**config.mk**
```make
export PLATFORM = sky130hd
export DESIGN_NAME = cam_search_ctrl_flat
export DESIGN_NICKNAME = d
export VERILOG_FILES = /design/src/rtl/cam_search_ctrl_pkg.sv /design/src/rtl/cam_search_ctrl_if.sv /design/src/rtl/cam_search_ctrl_prio_enc.sv /design/src/rtl/cam_search_ctrl.sv /design/src/flat_wrapper.sv
export SDC_FILE = /design/constraint.sdc
export NUM_CORES = 1
export LEC_CHECK = 0
export CAP_MARGIN = 20
export CORE_ASPECT_RATIO = 0.75
export CORE_MARGIN = 2
export CORE_UTILIZATION = 37
export CTS_CLUSTER_SIZE = 24
export DETAILED_ROUTE_END_ITERATION = 6
export PLACE_DENSITY = 0.82
export SLEW_MARGIN = 20
export SYNTH_ARGS = -nofsm -noshare
export SYNTH_HDL_FRONTEND = slang
export SYNTH_SLANG_ARGS = --single-unit
```
**constraint.sdc**
```tcl
create_clock -name clk -period 1.51 [get_ports clk]
set_clock_uncertainty 0.05 [all_clocks]
set_input_delay 0.302 -clock clk [delete_from_list [all_inputs] [get_ports clk]]
set_output_delay 0.302 -clock clk [all_outputs]
set_load 0.005 [all_outputs]
```
**src/rtl/cam_search_ctrl_pkg.sv**
```systemverilog
// Shared types and default geometry for the CAM search controller.
package cam_pkg;

   localparam int CAM_DEPTH  = 16;
   localparam int CAM_WIDTH  = 32;
   localparam int CAM_ADDR_W = $clog2(CAM_DEPTH);

   typedef enum logic [2:0] {
      ST_IDLE    = 3'd0,
      ST_WRITE   = 3'd1,
      ST_SEARCH  = 3'd2,
      ST_CAPTURE = 3'd3,
      ST_RESULT  = 3'd4
   } cam_state_t;

endpackage

```
**src/rtl/cam_search_ctrl_if.sv**
```systemverilog
// Request, result and cell-array signals of the CAM search controller.
interface cam_search_ctrl_if
   import cam_pkg::*;
#(
   parameter int DEPTH  = CAM_DEPTH,
   parameter int WIDTH  = CAM_WIDTH,
   parameter int ADDR_W = $clog2(DEPTH)
);
   logic              wr_valid_i;
   logic              wr_ready_o;
   logic [ADDR_W-1:0] wr_addr_i;
   logic [WIDTH-1:0]  wr_data_i;
   logic              wr_inval_i;
   logic              srch_valid_i;
   logic              srch_ready_o;
   logic [WIDTH-1:0]  srch_key_i;
   logic              rslt_valid_o;
   logic              rslt_ready_i;
   logic              rslt_hit_o;
   logic [ADDR_W-1:0] rslt_idx_o;
   logic [DEPTH-1:0]  cell_wen_o;
   logic [WIDTH-1:0]  cell_wdata_o;
   logic              cell_search_o;
   logic [WIDTH-1:0]  cell_key_o;
   logic [DEPTH-1:0]  cell_match_i;

   modport master (
      output wr_valid_i, wr_addr_i, wr_data_i, wr_inval_i,
      output srch_valid_i, srch_key_i, rslt_ready_i, cell_match_i,
      input  wr_ready_o, srch_ready_o, rslt_valid_o, rslt_hit_o, rslt_idx_o,
      input  cell_wen_o, cell_wdata_o, cell_search_o, cell_key_o
   );

   modport slave (
      input  wr_valid_i, wr_addr_i, wr_data_i, wr_inval_i,
      input  srch_valid_i, srch_key_i, rslt_ready_i, cell_match_i,
      output wr_ready_o, srch_ready_o, rslt_valid_o, rslt_hit_o, rslt_idx_o,
      output cell_wen_o, cell_wdata_o, cell_search_o, cell_key_o
   );

endinterface

```
**src/rtl/cam_search_ctrl_prio_enc.sv**
```systemverilog
// Lowest-index priority encoder over the masked match vector; idx is 0 on miss.
module cam_prio_enc #(
   parameter int DEPTH  = 16,
   parameter int ADDR_W = $clog2(DEPTH)
) (
   input  logic [DEPTH-1:0]  i_vec,
   output logic              o_hit,
   output logic [ADDR_W-1:0] o_idx
);

   always_comb begin
      o_idx = '0;
      for (int i = DEPTH - 1; i >= 0; i--) begin
         if (i_vec[i]) o_idx = ADDR_W'(i);
      end
   end

   assign o_hit = |i_vec;

endmodule

```
**src/rtl/cam_search_ctrl.sv**
```systemverilog
// CAM search controller: serialises writes/invalidates and searches to a cell array,
// keeps per-entry valid bits and reports the lowest valid matching entry.
//
// state   | meaning
// IDLE    | ready for a write (priority) or a search
// WRITE   | one-cycle cell write strobe, valid bit updated at exit
// SEARCH  | one-cycle search strobe with the registered key
// CAPTURE | cells present registered match; mask and encode
// RESULT  | hold hit/idx until the consumer takes it
module cam_search_ctrl
   import cam_pkg::*;
#(
   parameter int DEPTH  = CAM_DEPTH,
   parameter int WIDTH  = CAM_WIDTH,
   parameter int ADDR_W = $clog2(DEPTH)
) (
   input logic              clk,
   input logic              rst,
   cam_search_ctrl_if.slave bus
);

   cam_state_t        r_state;
   cam_state_t        w_next;
   logic [ADDR_W-1:0] r_addr;
   logic              r_addr_ok;
   logic              r_inval;
   logic [WIDTH-1:0]  r_data;
   logic [WIDTH-1:0]  r_key;
   logic [DEPTH-1:0]  r_valid;
   logic              r_hit;
   logic [ADDR_W-1:0] r_idx;

   logic              w_wr_acc;
   logic              w_srch_acc;
   logic              w_addr_ok;
   logic [DEPTH-1:0]  w_masked;
   logic              w_hit;
   logic [ADDR_W-1:0] w_idx;

   assign w_wr_acc   = (r_state == ST_IDLE) && bus.wr_valid_i;
   assign w_srch_acc = (r_state == ST_IDLE) && !bus.wr_valid_i && bus.srch_valid_i;
   // Out-of-range addresses are accepted but must touch neither cells nor valid bits.
   assign w_addr_ok  = ({1'b0, bus.wr_addr_i} < (ADDR_W + 1)'(DEPTH));
   assign w_masked   = bus.cell_match_i & r_valid;

   cam_prio_enc #(.DEPTH(DEPTH), .ADDR_W(ADDR_W)) u_prio_enc (
      .i_vec (w_masked),
      .o_hit (w_hit),
      .o_idx (w_idx)
   );

   always_ff @(posedge clk) begin
      if (rst) r_state <= ST_IDLE;
      else     r_state <= w_next;
   end

   always_comb begin
      w_next = r_state;
      case (r_state)
         ST_IDLE: begin
            if (w_wr_acc)        w_next = ST_WRITE;
            else if (w_srch_acc) w_next = ST_SEARCH;
         end
         ST_WRITE:   w_next = ST_IDLE;
         ST_SEARCH:  w_next = ST_CAPTURE;
         ST_CAPTURE: w_next = ST_RESULT;
         ST_RESULT:  if (bus.rslt_ready_i) w_next = ST_IDLE;
         default:    w_next = ST_IDLE;
      endcase
   end

   always_comb begin
      bus.wr_ready_o    = 1'b0;
      bus.srch_ready_o  = 1'b0;
      bus.rslt_valid_o  = 1'b0;
      bus.cell_search_o = 1'b0;
      bus.cell_wen_o    = '0;
      case (r_state)
         ST_IDLE: begin
            bus.wr_ready_o   = 1'b1;
            bus.srch_ready_o = !bus.wr_valid_i;
         end
         ST_WRITE:  if (r_addr_ok && !r_inval) bus.cell_wen_o[r_addr] = 1'b1;
         ST_SEARCH: bus.cell_search_o = 1'b1;
         ST_RESULT: bus.rslt_valid_o  = 1'b1;
         default: ;
      endcase
   end

   always_ff @(posedge clk) begin
      if (rst) begin
         r_addr    <= '0;
         r_addr_ok <= 1'b0;
         r_inval   <= 1'b0;
         r_data    <= '0;
         r_key     <= '0;
         r_valid   <= '0;
         r_hit     <= 1'b0;
         r_idx     <= '0;
      end else begin
         if (w_wr_acc) begin
            r_addr    <= bus.wr_addr_i;
            r_addr_ok <= w_addr_ok;
            r_inval   <= bus.wr_inval_i;
            r_data    <= bus.wr_data_i;
         end
         if (w_srch_acc) r_key <= bus.srch_key_i;
         if (r_state == ST_WRITE && r_addr_ok) r_valid[r_addr] <= !r_inval;
         if (r_state == ST_CAPTURE) begin
            r_hit <= w_hit;
            r_idx <= w_idx;
         end
      end
   end

   assign bus.rslt_hit_o   = r_hit;
   assign bus.rslt_idx_o   = r_idx;
   assign bus.cell_wdata_o = r_data;
   assign bus.cell_key_o   = r_key;

endmodule

```
**src/flat_wrapper.sv**
```systemverilog
// flat-port wrapper written by rule: the top's interface ports become plain ports
module cam_search_ctrl_flat import cam_pkg::*;
#(
   parameter int DEPTH  = CAM_DEPTH,
   parameter int WIDTH  = CAM_WIDTH,
   parameter int ADDR_W = $clog2(DEPTH)
)
  (clk, rst, bus_wr_valid_i, bus_wr_addr_i, bus_wr_data_i, bus_wr_inval_i, bus_srch_valid_i, bus_srch_key_i, bus_rslt_ready_i, bus_cell_match_i, bus_wr_ready_o, bus_srch_ready_o, bus_rslt_valid_o, bus_rslt_hit_o, bus_rslt_idx_o, bus_cell_wen_o, bus_cell_wdata_o, bus_cell_search_o, bus_cell_key_o);
  cam_search_ctrl_if #(.DEPTH(DEPTH), .WIDTH(WIDTH), .ADDR_W(ADDR_W)) bus_i ();
  input logic clk;
  input logic rst;
  input wire logic [$bits(bus_i.wr_valid_i)-1:0] bus_wr_valid_i;
  input wire logic [$bits(bus_i.wr_addr_i)-1:0] bus_wr_addr_i;
  input wire logic [$bits(bus_i.wr_data_i)-1:0] bus_wr_data_i;
  input wire logic [$bits(bus_i.wr_inval_i)-1:0] bus_wr_inval_i;
  input wire logic [$bits(bus_i.srch_valid_i)-1:0] bus_srch_valid_i;
  input wire logic [$bits(bus_i.srch_key_i)-1:0] bus_srch_key_i;
  input wire logic [$bits(bus_i.rslt_ready_i)-1:0] bus_rslt_ready_i;
  input wire logic [$bits(bus_i.cell_match_i)-1:0] bus_cell_match_i;
  output wire logic [$bits(bus_i.wr_ready_o)-1:0] bus_wr_ready_o;
  output wire logic [$bits(bus_i.srch_ready_o)-1:0] bus_srch_ready_o;
  output wire logic [$bits(bus_i.rslt_valid_o)-1:0] bus_rslt_valid_o;
  output wire logic [$bits(bus_i.rslt_hit_o)-1:0] bus_rslt_hit_o;
  output wire logic [$bits(bus_i.rslt_idx_o)-1:0] bus_rslt_idx_o;
  output wire logic [$bits(bus_i.cell_wen_o)-1:0] bus_cell_wen_o;
  output wire logic [$bits(bus_i.cell_wdata_o)-1:0] bus_cell_wdata_o;
  output wire logic [$bits(bus_i.cell_search_o)-1:0] bus_cell_search_o;
  output wire logic [$bits(bus_i.cell_key_o)-1:0] bus_cell_key_o;
  assign bus_i.wr_valid_i = bus_wr_valid_i;
  assign bus_i.wr_addr_i = bus_wr_addr_i;
  assign bus_i.wr_data_i = bus_wr_data_i;
  assign bus_i.wr_inval_i = bus_wr_inval_i;
  assign bus_i.srch_valid_i = bus_srch_valid_i;
  assign bus_i.srch_key_i = bus_srch_key_i;
  assign bus_i.rslt_ready_i = bus_rslt_ready_i;
  assign bus_i.cell_match_i = bus_cell_match_i;
  assign bus_wr_ready_o = bus_i.wr_ready_o;
  assign bus_srch_ready_o = bus_i.srch_ready_o;
  assign bus_rslt_valid_o = bus_i.rslt_valid_o;
  assign bus_rslt_hit_o = bus_i.rslt_hit_o;
  assign bus_rslt_idx_o = bus_i.rslt_idx_o;
  assign bus_cell_wen_o = bus_i.cell_wen_o;
  assign bus_cell_wdata_o = bus_i.cell_wdata_o;
  assign bus_cell_search_o = bus_i.cell_search_o;
  assign bus_cell_key_o = bus_i.cell_key_o;
  cam_search_ctrl #(.DEPTH(DEPTH), .WIDTH(WIDTH), .ADDR_W(ADDR_W)) u_core (.clk(clk), .rst(rst), .bus(bus_i));
endmodule
```
; Yosys cells after proc, flatten, opt, wreduce, memory -nomap -nowiden
; Index checks and enable logic that the tools add are counted.
[word_totals]
elab_cells = 58
reg_bits = 94
in_bits = 90
out_inout_bits = 89
[op_classes]
reduce_logical = 11
magnitude_cmp = 2
n_mux = 29
eq_ne = 6
bitwise = 1
[op_table]
columns = op, n
row1 = 4-bit 2-to-1 mux, 16
row2 = 16-bit 2-to-1 mux, 2
row3 = 16-bit AND, 1
row4 = 16-bit bitwise mux, 1
row5 = 16-bit OR reduction, 1
row6 = 3-bit case mux with 4 select lines, 1
row7 = 3-bit 2-to-1 mux, 3
row8 = "3-bit by 2-bit equality test with 1-bit output, second input constant", 2
row9 = 1-bit logical AND, 6
row10 = "4-bit by 5-bit < comparator with 1-bit output, second input constant", 1
row11 = 1-bit 2-to-1 mux, 5
row12 = 1-bit demux with 4-bit select, 1
row13 = "4-bit by 1-bit >= comparator with 1-bit output, second input constant", 1
row14 = "3-bit by 1-bit equality test with 1-bit output, second input constant", 1
row15 = "3-bit equality test, second input constant", 1
row16 = 3-bit zero test, 1
row17 = "3-bit by 1-bit != test with 1-bit output, second input constant", 1
row18 = 1-bit zero test, 2
row19 = "2-bit != test, second input constant", 1
row20 = 2-bit AND reduction, 1

; Longest topological paths before layout
; Gate-level depths: netlist of the first run.
[logic_depth]
depth_word = 17
mapped_depth = 7
mapped_depth_nobuf = 4

; Hierarchy
; Synthesis of the first run repeated with hierarchy kept, for this count alone.
[hier_totals]
hier_cells = 501
area_unflattened_um2 = 4166.5
[by_module_without_submodules]
columns = module, seq_area_each_um2, n_inst, area_per_inst_um2, cells_each
row1 = cam_search_ctrl, 1881.8, 1, 3990.1, 467
row2 = cam_prio_enc, 0.0, 1, 176.4, 34

; Least setup slack after synthesis of the first run
; OpenSTA, ideal clock, no wires.
[synth_timing]
path_type = reg-to-output
start = register u_core.r_state[1]
end = output bus_cell_wen_o[12]
t_arrival_ps = 1270
slack_ps = -112
n_path_buf = 1
stages_incl_launch_ff = 6
required_time_ps = 1158
path_cell_list = dfxtp_1 > buf_2 > and4bb_1 > nand3_1 > or2_1 > inv_1
[synth_between]
elab_chain_cells = 2
[synth_lines]
columns = element, line_no
row1 = from (decl), cam_search_ctrl.sv:22  ; cam_state_t r_state;
row2 = from (signal assigned), cam_search_ctrl.sv:54  ; else r_state <= w_next;
row3 = 3-bit by 1-bit equality test with 1-bit output, cam_search_ctrl.sv:78  ; case (r_state)
row4 = 16-bit 2-to-1 mux, cam_search_ctrl.sv:78
row5 = to (decl), flat_wrapper.sv:25  ; output wire logic [$bits(bus_i.cell_wen_o)-1:0] bus_cell_wen_o;
; Every way passes these cells.

; Worst setup path after layout of the first run
[layout_timing]
start = register u_core.r_state[2]
end = output bus_cell_wen_o[10]
; The elaborated chain is that of the path after synthesis.

==> reports/results.txt, run 1 <==
Startpoint types: flip-flop
HP Class: in -> reg
GPL Wtd Cong: 0.8443
Syn_area_per_cell: 7.793 µm²
Vias in the first global route: 4,327
Fin crit share: 1.354
Antenna diodes: 0
Primary FF master, synth: dfxtp_1
Fin crit period: 2.045 ns
PortBufs: 178
Worst setup EP type: output pin
Async set or reset register ratio after synthesis: 0
Setup violators final: 105
Crit path max-delay cell type: dfxtp_2
Initial antenna violation count: 0
Yosys warns: 0
Layout cells sized above 1: 0.2797
Total track usage: 0.2337
Fin worst setup slack: -0.5349 ns
Yosys cell types: 39
Final instance area: 0.006869 mm²
Status: finished with violations
Area post-placement: 0.005911 mm²
Largest net degree at the start of global routing: 38
DRC: 0
Final HPWL DP: 8534 µm
Clock-pin slew on the worst setup and hold paths: 0.06 ns
First-pass GRT wire length: 20,670 µm
Post-Syn Instances: 477
Net Count, Synth: 567
WP data arrival: 1.69 ns
Worst slew margin: 0.6973
Core area: 0.009697 mm²
Num rows: 31
Final hold vios: 0
Worst-margin pin slew: 0.4540 ns
Die area: 0.01087 mm²
CTS tree: done
Cell family with most CP delay: simple AND/OR/NAND/NOR gates
Kind of critical path: reg -> out
Vias per cell: 5.111
Syn Std Cell Area: 0.003717 mm²
Worst Path Buf+Inv: 3
Final hold slack: 0.3327 ns
Sink Count: 94
CP required: 1.16 ns
Failing checks: negative setup slack
IO Pins: 179
Starting density of the core: 0.3834
DR iter-0 viols: 261
Die height: 90.81 µm
CP Max Fanout: 3
Root Buffer Master: clkbuf_16
Worst vdd ir: 0.0008480 V
Horiz. Die Dim: 119.7 µm
Worst stage delay on the critical path: 0.34 ns
Num CTS Buffers: 9
Nets: 794
Register bit total from synthesis: 94
Placement Setup Slack: -0.4823 ns
Max-Cap Viols: 0
TNS Setup: -14.72 ns
Post-cts hold buffer count: 0
DR vias: 4,293
Area delta synth->final: 84.79%
Clock tree buffer depth: 2
F_max: 489.0 MHz
Wire per inst: 16.38 µm
WL final: 13,760 µm
Grt ovf: 0
CP Cell Sequence: nor4b_4 -> nand3_2 -> buf_6 -> or2_1 -> inv_1 -> buf_2
Worst skew pair latency: 0.34 ns
Htree depth: 3
Leak: 0.002903 µW
RSZ-0062 raised after global routing: yes
Slew Limit Fails: 0
Detailed Routing Iterations Pass 1: 4
P per Cell Area: 894.1 mW/mm²
Routed Antenna Nets: 0
EDFF count, synth: 0
Final Util: 0.7084
Sequential area share after synthesis: 0.5062
## layer usage
metal	track usage	share of wire
met5	0	0
met4	0.06471	0.012
met3	0.09217	0.081
met2	0.4005	0.50
met1	0.2707	0.41
## cells by family after synthesis
group	share of synthesized area
AO/OA/AOI/OAI	0.1932
AND/OR/NAND/NOR	0.2585
flip-flops	0.5062
buffers and inverters	0.04207
## worst register-to-register path, cell delays in order, from the launching register on
cell and delay [ns]:
dfxtp_2 0.34, nor4b_4 0.32, nand3_2 0.17, buf_6 0.15
buf_6 0.11, buf_6 0.12, or4_1 0.40, a21oi_1 0.13
## registers in the layout, summed over array words and instances (netlist names)
signal,count
u_core.r_state,3
u_core.bus.rslt_idx_o,4
u_core.r_addr_ok,1
u_core.bus.cell_key_o,32
u_core.r_addr,4
u_core.bus.cell_wdata_o,32
u_core.r_valid,16
u_core.r_inval,1
u_core.bus.rslt_hit_o,1
## worst paths after layout
kind,to,slack [ns],cells past startpoint,startpoint
hold reg to reg,u_core.bus.cell_key_o[25]$_SDFFE_PP0P_,0.40,2,u_core.bus.cell_key_o[25]$_SDFFE_PP0P_
setup / recovery,bus_cell_wen_o[10],-0.53,6,u_core.r_state[2]$_SDFFE_PP0P_
hold / removal,u_core.bus.cell_key_o[8]$_SDFFE_PP0P_,0.33,2,rst
setup reg to reg,u_core.r_valid[8]$_SDFFE_PP0P_,-0.35,7,u_core.r_state[2]$_SDFFE_PP0P_
## cell type report
cell class	instances	area (µm²)
Timing Repair Buffer	246	2401
Tap cell	132	165.2
Inverter	9	33.78
Sequential cell	94	1897
Clock inverter	3	42.54
Fill cell	772	2828
Multi-Input combinational cell	344	2063
Clock buffer	12	266.5
## cell usage in the layout, fill, tap and decap left out, types with 4 or more instances in the layout
master / n
a21oi_1: 44
a21oi_2: 46
a22oi_1: 6
buf_12: 4
buf_2: 20
buf_4: 35
buf_6: 21
clkbuf_16: 15
clkdlybuf4s50_1: 88
dfxtp_1: 84
dfxtp_2: 9
dlygate4sd2_1: 68
inv_1: 7
nand2_1: 153
nand2b_1: 5
nand3b_1: 4
nor2_1: 8
nor2_4: 4
o21ai_0: 7
o21ai_2: 5
o31ai_1: 4
or2_1: 4
or3_1: 4
## stage by stage
step	instances	power (µW)
floorplan	477	3040
global placement	799	3645
detailed placement	799	3667
CTS	840	6004
global route	840	6398
finish	840	6142
## timing repair
| action | 4_1_cts | 5_1_grt |
|---|---|---|
| buffers inserted | 26 | 7 |
| endpoints found under the setup margin | 141 | 110 |
| resized for setup | 202 | 81 |
| pin swaps | 23 | 28 |
| cloned | 3 | 7 |
## power by group
part           switching, µW  internal (µW)  total (µW)  leakage, µW
clock                    923           1410        2330     0.000151
sequential              65.5           2600        2660     0.000771
combinational            510            638        1150      0.00198
total                   1500           4640        6140      0.00290
## Yosys cell counts, drive strengths merged, types with 5 or more instances
library cell	n	area, µm²
a21oi	90	450.4
a22oi	6	45.04
buf	8	40.04
clkbuf	22	82.58
dfxtp	94	1882
inv	9	33.78
nand2	157	591.8
nand2b	5	31.28
nor2	14	52.55
o21ai	14	70.07
o31ai	5	37.54
or2	5	31.28
or3	6	37.54
Note: power is estimated with default switching activity, not from simulation.
==> run 2, diff against run 1 <==
- SLEW_MARGIN: 20 -> unset
==> results of run 2 <==
Same layout as run 1: the final DEF is identical, and so are final timing and power.
